--- src/rtl/sspwm_sine_sched.sv ---
// Sine-PWM sample scheduler: carrier counter, shadowed config, phase accumulator,
// soft-start amplitude and a small ROM fetch FSM that produces the next-period duty word.
module sspwm_sine_sched #(
  parameter int PERIOD    = 2000,
  parameter int RAMP_STEP = 1
) (
  input  logic        clk,
  input  logic        rst,
  input  logic        cfg_we,
  input  logic        cfg_en,
  input  logic [15:0] cfg_step,
  input  logic [7:0]  cfg_amp,
  output logic        rom_en,
  output logic [7:0]  rom_addr,
  input  logic [10:0] rom_data,
  output logic [10:0] duty,
  output logic        period_start,
  output logic        ramp_done,
  output logic        busy
);

  // state  | meaning
  // IDLE   | waiting for the next wrap edge
  // FETCH  | ROM read strobe out, address = phase[15:8]
  // WAIT   | ROM data valid, captured into sample
  // CALC   | scale, clamp, write duty_next
  localparam logic [1:0] S_IDLE  = 2'd0;
  localparam logic [1:0] S_FETCH = 2'd1;
  localparam logic [1:0] S_WAIT  = 2'd2;
  localparam logic [1:0] S_CALC  = 2'd3;

  localparam logic [10:0] PER  = 11'(PERIOD);
  localparam logic [10:0] HALF = 11'(PERIOD / 2);

  logic [10:0] cnt;
  logic        wrap;
  logic        pend_en;
  logic [15:0] pend_step;
  logic [7:0]  pend_amp;
  logic        en;
  logic [7:0]  amp_tgt;
  logic [7:0]  amp_cur;
  logic [15:0] phase;
  logic [1:0]  state;
  logic [10:0] sample;
  logic [10:0] duty_next;

  logic [8:0]         amp_sum;
  logic [7:0]         amp_ramp;
  logic signed [11:0] dev;
  logic signed [20:0] prod;
  logic signed [20:0] scaled;
  logic signed [21:0] v;
  logic [10:0]        duty_calc;

  assign wrap      = (cnt == PER);
  assign rom_en    = (state == S_FETCH);
  assign rom_addr  = phase[15:8];
  assign busy      = (state != S_IDLE);
  assign ramp_done = en && (amp_cur == amp_tgt);

  // Ramp up toward the incoming target, but drop straight to it when it is lower.
  assign amp_sum = {1'b0, amp_cur} + 9'(RAMP_STEP);
  always_comb begin
    amp_ramp = pend_amp;
    if ((pend_amp >= amp_cur) && (amp_sum < {1'b0, pend_amp}))
      amp_ramp = amp_sum[7:0];
  end

  assign dev    = $signed({1'b0, sample}) - 12'sd1024;
  assign prod   = $signed({{9{dev[11]}}, dev}) * $signed({13'd0, amp_cur});
  assign scaled = prod >>> 8;
  assign v      = $signed({scaled[20], scaled}) + $signed({11'd0, HALF});

  always_comb begin
    if (v[21])
      duty_calc = '0;
    else if (v > $signed({11'd0, PER}))
      duty_calc = PER;
    else
      duty_calc = v[10:0];
  end

  // At a wrap the pending values are the ones being loaded, so they drive the update directly.
  always_ff @(posedge clk) begin
    if (rst) begin
      cnt          <= '0;
      period_start <= 1'b0;
      pend_en      <= 1'b0;
      pend_step    <= '0;
      pend_amp     <= '0;
      en           <= 1'b0;
      amp_tgt      <= '0;
      amp_cur      <= '0;
      phase        <= '0;
      state        <= S_IDLE;
      sample       <= '0;
      duty_next    <= '0;
      duty         <= '0;
    end else begin
      period_start <= wrap;
      cnt          <= wrap ? 11'd0 : cnt + 11'd1;
      if (cfg_we) begin
        pend_en   <= cfg_en;
        pend_step <= cfg_step;
        pend_amp  <= cfg_amp;
      end
      if (wrap) begin
        en      <= pend_en;
        amp_tgt <= pend_amp;
        duty    <= duty_next;
        if (!pend_en) begin
          amp_cur   <= '0;
          phase     <= '0;
          duty_next <= '0;
          state     <= S_IDLE;
        end else begin
          phase   <= phase + pend_step;
          amp_cur <= amp_ramp;
          state   <= S_FETCH;
        end
      end else begin
        case (state)
          S_FETCH: state <= S_WAIT;
          S_WAIT: begin
            sample <= rom_data;
            state  <= S_CALC;
          end
          S_CALC: begin
            duty_next <= duty_calc;
            state     <= S_IDLE;
          end
          default: state <= S_IDLE;
        endcase
      end
    end
  end

endmodule

--- config.mk ---
export PLATFORM = sky130hd
export DESIGN_NAME = sspwm_sine_sched
export DESIGN_NICKNAME = d
export VERILOG_FILES = /design/src/rtl/sspwm_sine_sched.sv
export SDC_FILE = /design/constraint.sdc
export NUM_CORES = 1
export LEC_CHECK = 0
export ABC_AREA = 1
export CORE_UTILIZATION = 57
export CTS_CLUSTER_DIAMETER = 120
export DETAILED_ROUTE_END_ITERATION = 16
export PLACE_DENSITY = 0.83
export SETUP_SLACK_MARGIN = 0.15
export SLEW_MARGIN = 25
export SYNTH_ARGS = -nofsm -noshare
export SYNTH_HDL_FRONTEND = slang
export SYNTH_SLANG_ARGS = --single-unit
--- constraint.sdc ---
create_clock -name clk -period 5.95 [get_ports clk]
set_clock_uncertainty 0.1 [all_clocks]
set_input_delay 1.19 -clock clk [delete_from_list [all_inputs] [get_ports clk]]
set_output_delay 1.19 -clock clk [all_outputs]
set_load 0.005 [all_outputs]
* Word level (Yosys, flattened, before mapping) *
Cells that the tools add are included.

word-level totals
  output and inout port bits = 23
  input bits = 39
  bits in registers = 105
  logic and storage cells = 47

operators by class
  reductions and logical operators = 7
  $add $sub $neg = 5
  eq/ne operators = 6
  bitwise operators = 1
  multipliers = 1
  mux-type cells = 11
  order comparisons = 3

operator list
  cell                                                  count
  two-way mux 11 bit                                    5
  multiplier 12 x 9 -> 21 bit                           1
  adder 16 bit                                          1
  two-way mux 16 bit                                    1
  two-way mux 8 bit                                     2
  adder 13 x 11 -> 14 bit, second input constant        1
  > comparator 14 x 12 -> 1 bit, second input constant  1
  subtractor 11 x 11 -> 12 bit, second input constant   1
  adder 11 x 1 -> 11 bit, second input constant         1
  equality test 11 bit, second input constant           1
  adder 8 x 1 -> 9 bit, second input constant           1
  < comparator 9 x 8 -> 1 bit                           1
  equality test 8 bit                                   1
  greater-or-equal comparator 8 bit                     1
  equality test 2 bit, second input constant            2
  case mux 2 bit (2 select lines)                       1
  AND reduction 2 bit                                   2
  nonzero test 2 bit                                    2
  equality test 2 x 1 -> 1 bit, second input constant   1
  logical AND 1 bit                                     2
  two-way mux 2 bit                                     1
  != test 2 bit, second input constant                  1
  OR reduction 2 bit                                    1
  two-way mux 1 bit                                     1
  NOT 1 bit                                             1

* Logic depth before layout (Yosys ltp) *
  depth in word-level cells = 8
  gate-level depth with buffers = 35
  mapped depth without buffers = 33

* Worst setup path after synthesis *
Ideal clock, no wire load.

  path type = register to register
  start = register amp_cur[0]
  end = register duty_next[6]
  arrival = 5.149 ns
  stages on the path, launching flop included = 31
  required time = 5.722 ns
  buffers on the path = 1
  clock period less this slack = 5.378 ns
  path slack = 0.572 ns
  library setup time = 0.128 ns
  path through = dfxtp_1 clkbuf_1 inv_1 nor2_1 inv_1 fa_1 inv_1 fa_1 fa_1 inv_1 fa_1 inv_1 ha_1 nand2_1 o21ai_1 inv_1 nand3_1 nand2_2 ha_1 inv_1 nand3_1 clkinv_1 nand4_2 nand3_1 nand2_1 nor2_1 nand2_2 nand2_2 nand2_1 nand2_1 a21oi_1

on the way
  word-level cells in the longest chain between the ends = 7

ends and longest elaborated chain
  item                             line  RTL
  start: declaration               42    logic [7:0] amp_cur;
  start signal: assignment         119   amp_cur <= amp_ramp;
  multiplier 12 x 9 -> 21 bit (*)  71    assign prod = $signed({{9{dev[11]}}, dev}) * $signed({13'd0, amp_cur});
  adder 13 x 11 -> 14 bit (*)      73    assign v = $signed({scaled[20], scaled}) + $signed({11'd0, HALF});
  > comparator 14 x 12 -> 1 bit    78    else if (v > $signed({11'd0, PER}))
  two-way mux 11 bit               78
  two-way mux 11 bit (*)           76    if (v[21])
  two-way mux 11 bit (*)           123   case (state)
  two-way mux 11 bit (*)           108   if (wrap) begin
  end signal: assignment           130   duty_next <= duty_calc;
  end: declaration                 46    logic [10:0] duty_next;

Every way passes the cells marked *; elsewhere a longest branch is shown, timed or not. The select of a mux whose other input is x is not followed.
A chain may end at the register's enable or synchronous reset.

* Worst setup path after layout *
  start = register amp_cur[2]
  end = register duty_next[7]

Same word-level chain as after synthesis.

==> summary.txt <==
Status = complete, no violations
Yosys cell types = 46
DR WL/cell = 13.8 µm
Async set-reset flop share out of synthesis = 0%
Hold Vio Cnt, Final = 0
Commonest non-fill, non-tap cell in the layout = nand2_1
Worst Path Max Fanout = 14
Crit path launch type = register
Nets = 1,429
Residual DRC = 0
Post-Synthesis Cells = 1,203
Syn Std Cell Area = 8870 µm²
Post-route ant nets = 0
Placed insts = 1,413
Slowest stage cell on the critical path = fa_1
Routed vias/inst = 5.39
Mean Syn Cell Area = 7.38 µm²
Initial Utilization = 58.4%
Worst slew margin = 40.9%
Final cell count without fillers = 1,432
Final worst-path cycle share = 91.8%
Routability Congestion = 0.928
First-pass GRT wire length = 34,400 µm
Sequential share of the synthesized area = 23.7%
Clk Latency, worst-skew pair = 0.36 ns
Crit Path Class = reg2reg
Ys flop type = dfxtp_1
Post-CTS Hold Fix Bufs = 0
Pre-CTS setup slack = 0.246 ns
Min Clock Period, post-route = 5.46 ns
Die Span Y = 127 µm
FILL cells = 1,296
HP Class = reg2reg
I/O pin count = 62
Final TNS setup = 0 ns
Final WS setup = 0.485 ns
Post-Route WL = 19,700 µm
Post-synth EDFFs = 0
Clock buffer depth = 2
Number of global-route vias before repair = 7,695
WP data arrival = 5.59 ns
Mapped Nets = 1,393
Final setup violation count = 0
Syn-to-layout area delta = 12.1%
CTS Sinks = 105
Port Buffers = 61
ANT cells = 0
Num rows = 45
Max Slew Vio Count = 0
Overall routing resource usage = 26.4%
Die W = 127 µm
Pin count of the biggest net entering global routing = 40
RSZ-0062 raised after global routing = false
Pwr/cell area = 145 nW/µm²
Leakage power = 0.00513 µW
Multi-input gate area = 5710 µm²
Most frequent cells in the layout = nand2_1 (259), inv_1 (225), nor2_1 (101), dfxtp_1 (98), o21ai_0 (80)
TritonCTS buffer count = 9
Initial DRC count = 555
Clk slew on worst S/H paths = 0.07 ns
Share of cells above drive strength 1 = 6.27%
Largest cells by area after synthesis = dfxtp_1 (24%), fa_1 (17%), nand2_1 (11%)
Number of synthesized register bits = 105
CP peak stage delay = 0.60 ns
DR pass1 iterations = 5
CTS tree = yes
Area leader, netlist = dfxtp_1
F_max = 0.183 GHz
CP Data Required Time = 6.07 ns
Worst-Margin Slew = 0.883 ns
CP most frequent cell = nand2_1
CORE AREA = 15,200 µm²
Global route overflow = 0
FF+latch area = 2120 µm²
Max-Cap Viols = 0
Crit end category = register
Peak supply drop = 0.192 mV
Root buf cell = clkbuf_16
Die area = 16,100 µm²
Tot Pwr = 1450 µW
CTS H-tree lvls = 3
Antenna violations before repair = 0
HPWL after DPL = 15,300 µm
Yosys Warn Count = 0
Via count = 7,718
Share of the synthesized area in the top cell type = 23.7%
cell type report:
type	instances	area share [%]
clock buffer	9	2.26
clock inverter	7	0.868
inverter	233	8.79
multi-input combinational	818	57.4
sequential	105	21.3
tap	188	2.37
timing repair buffer	72	6.97
final timing paths:
path,from,end,slack (ns),cells past startpoint
setup / recovery,amp_cur[2],duty_next[7],0.49,28
setup reg to reg,amp_cur[2],duty_next[7],0.49,28
hold reg to reg,en,en,0.35,2
hold / removal,en,en,0.35,2
metal layers:
layer,up-vias,wire (µm),GRT usage [%]
met2,222,9690,46.8
met4,0,575,11.3
met1,3612,8490,32.3
li1,3834,-,-
met5,-,0,0
met3,50,984,3.54
registers in the layout (all words and copies together) (netlist names):
name          cells
pend_en           1
cnt              11
amp_tgt           8
amp_cur           8
sample           11
pend_amp          8
state             2
en                1
phase            16
duty             11
period_start      1
duty_next        11
pend_step        16
cells by family after synthesis:
logic type                 Yosys count  synth area share [%]
DFF                                105                  23.7
xor gates and xnor gates            18                  1.95
and+or+nand+nor                    453                  21.5
AOI/OAI and AO/OA                  196                  12.9
buffers and inverters              280                  12.4
adders and majority gates          151                  27.6
power by group:
part	internal (µW)	total, µW	switching, µW
clock	335	618	283
combinational	47.3	105	57.7
sequential	714	723	9.10
metrics by stage:
| stage | area (µm²) | hold WS [ns] | utilization [%] |
|---|---|---|---|
| 2_1_floorplan | 8870 | 0.317 | - |
| 3_3_place_gp | 9560 | 0.328 | 62.9 |
| 3_5_place_dp | 9560 | 0.340 | 62.9 |
| 4_1_cts | 9870 | 0.351 | 64.9 |
| 5_1_grt | 9940 | 0.376 | 65.4 |
| 6_report | 9940 | 0.350 | 65.4 |
critical path: cells and delay by family (launching register included):
| family | cells | cell delay (ns) |
|---|---|---|
| AO/OA/AOI/OAI | 1 | 0.07 |
| buffers and inverters | 5 | 0.40 |
| flip-flops | 1 | 0.42 |
| AND/OR/NAND/NOR | 17 | 1.81 |
| adder cells (fa/ha/maj) | 5 | 2.53 |
repair_timing:
| action | 4_1_cts | 5_1_grt |
|---|---|---|
| setup buffers | 0 | 3 |
| endpoints found under the setup margin | 0 | 11 |
| endpoints found under the hold margin | 0 | 0 |
| gates resized for setup | 0 | 21 |
Yosys cell counts, types with 3 or more instances:
cell,count
nand2_2,14
xnor2_1,6
nand3b_1,6
a22o_1,14
fa_1,74
nand3_1,30
nor3b_1,3
or2_2,7
nor2_1,105
xor2_1,10
buf_4,10
nor4_1,4
dfxtp_1,105
o22ai_1,5
inv_2,3
nand4_1,8
a21oi_1,67
a32o_1,6
nand2_1,259
nor3_1,9
a21o_1,3
inv_1,228
o21bai_1,5
clkbuf_1,34
o21ai_0,80
nor2_4,3
ha_1,77
o21a_1,3
(Power assumes the default switching activity.)
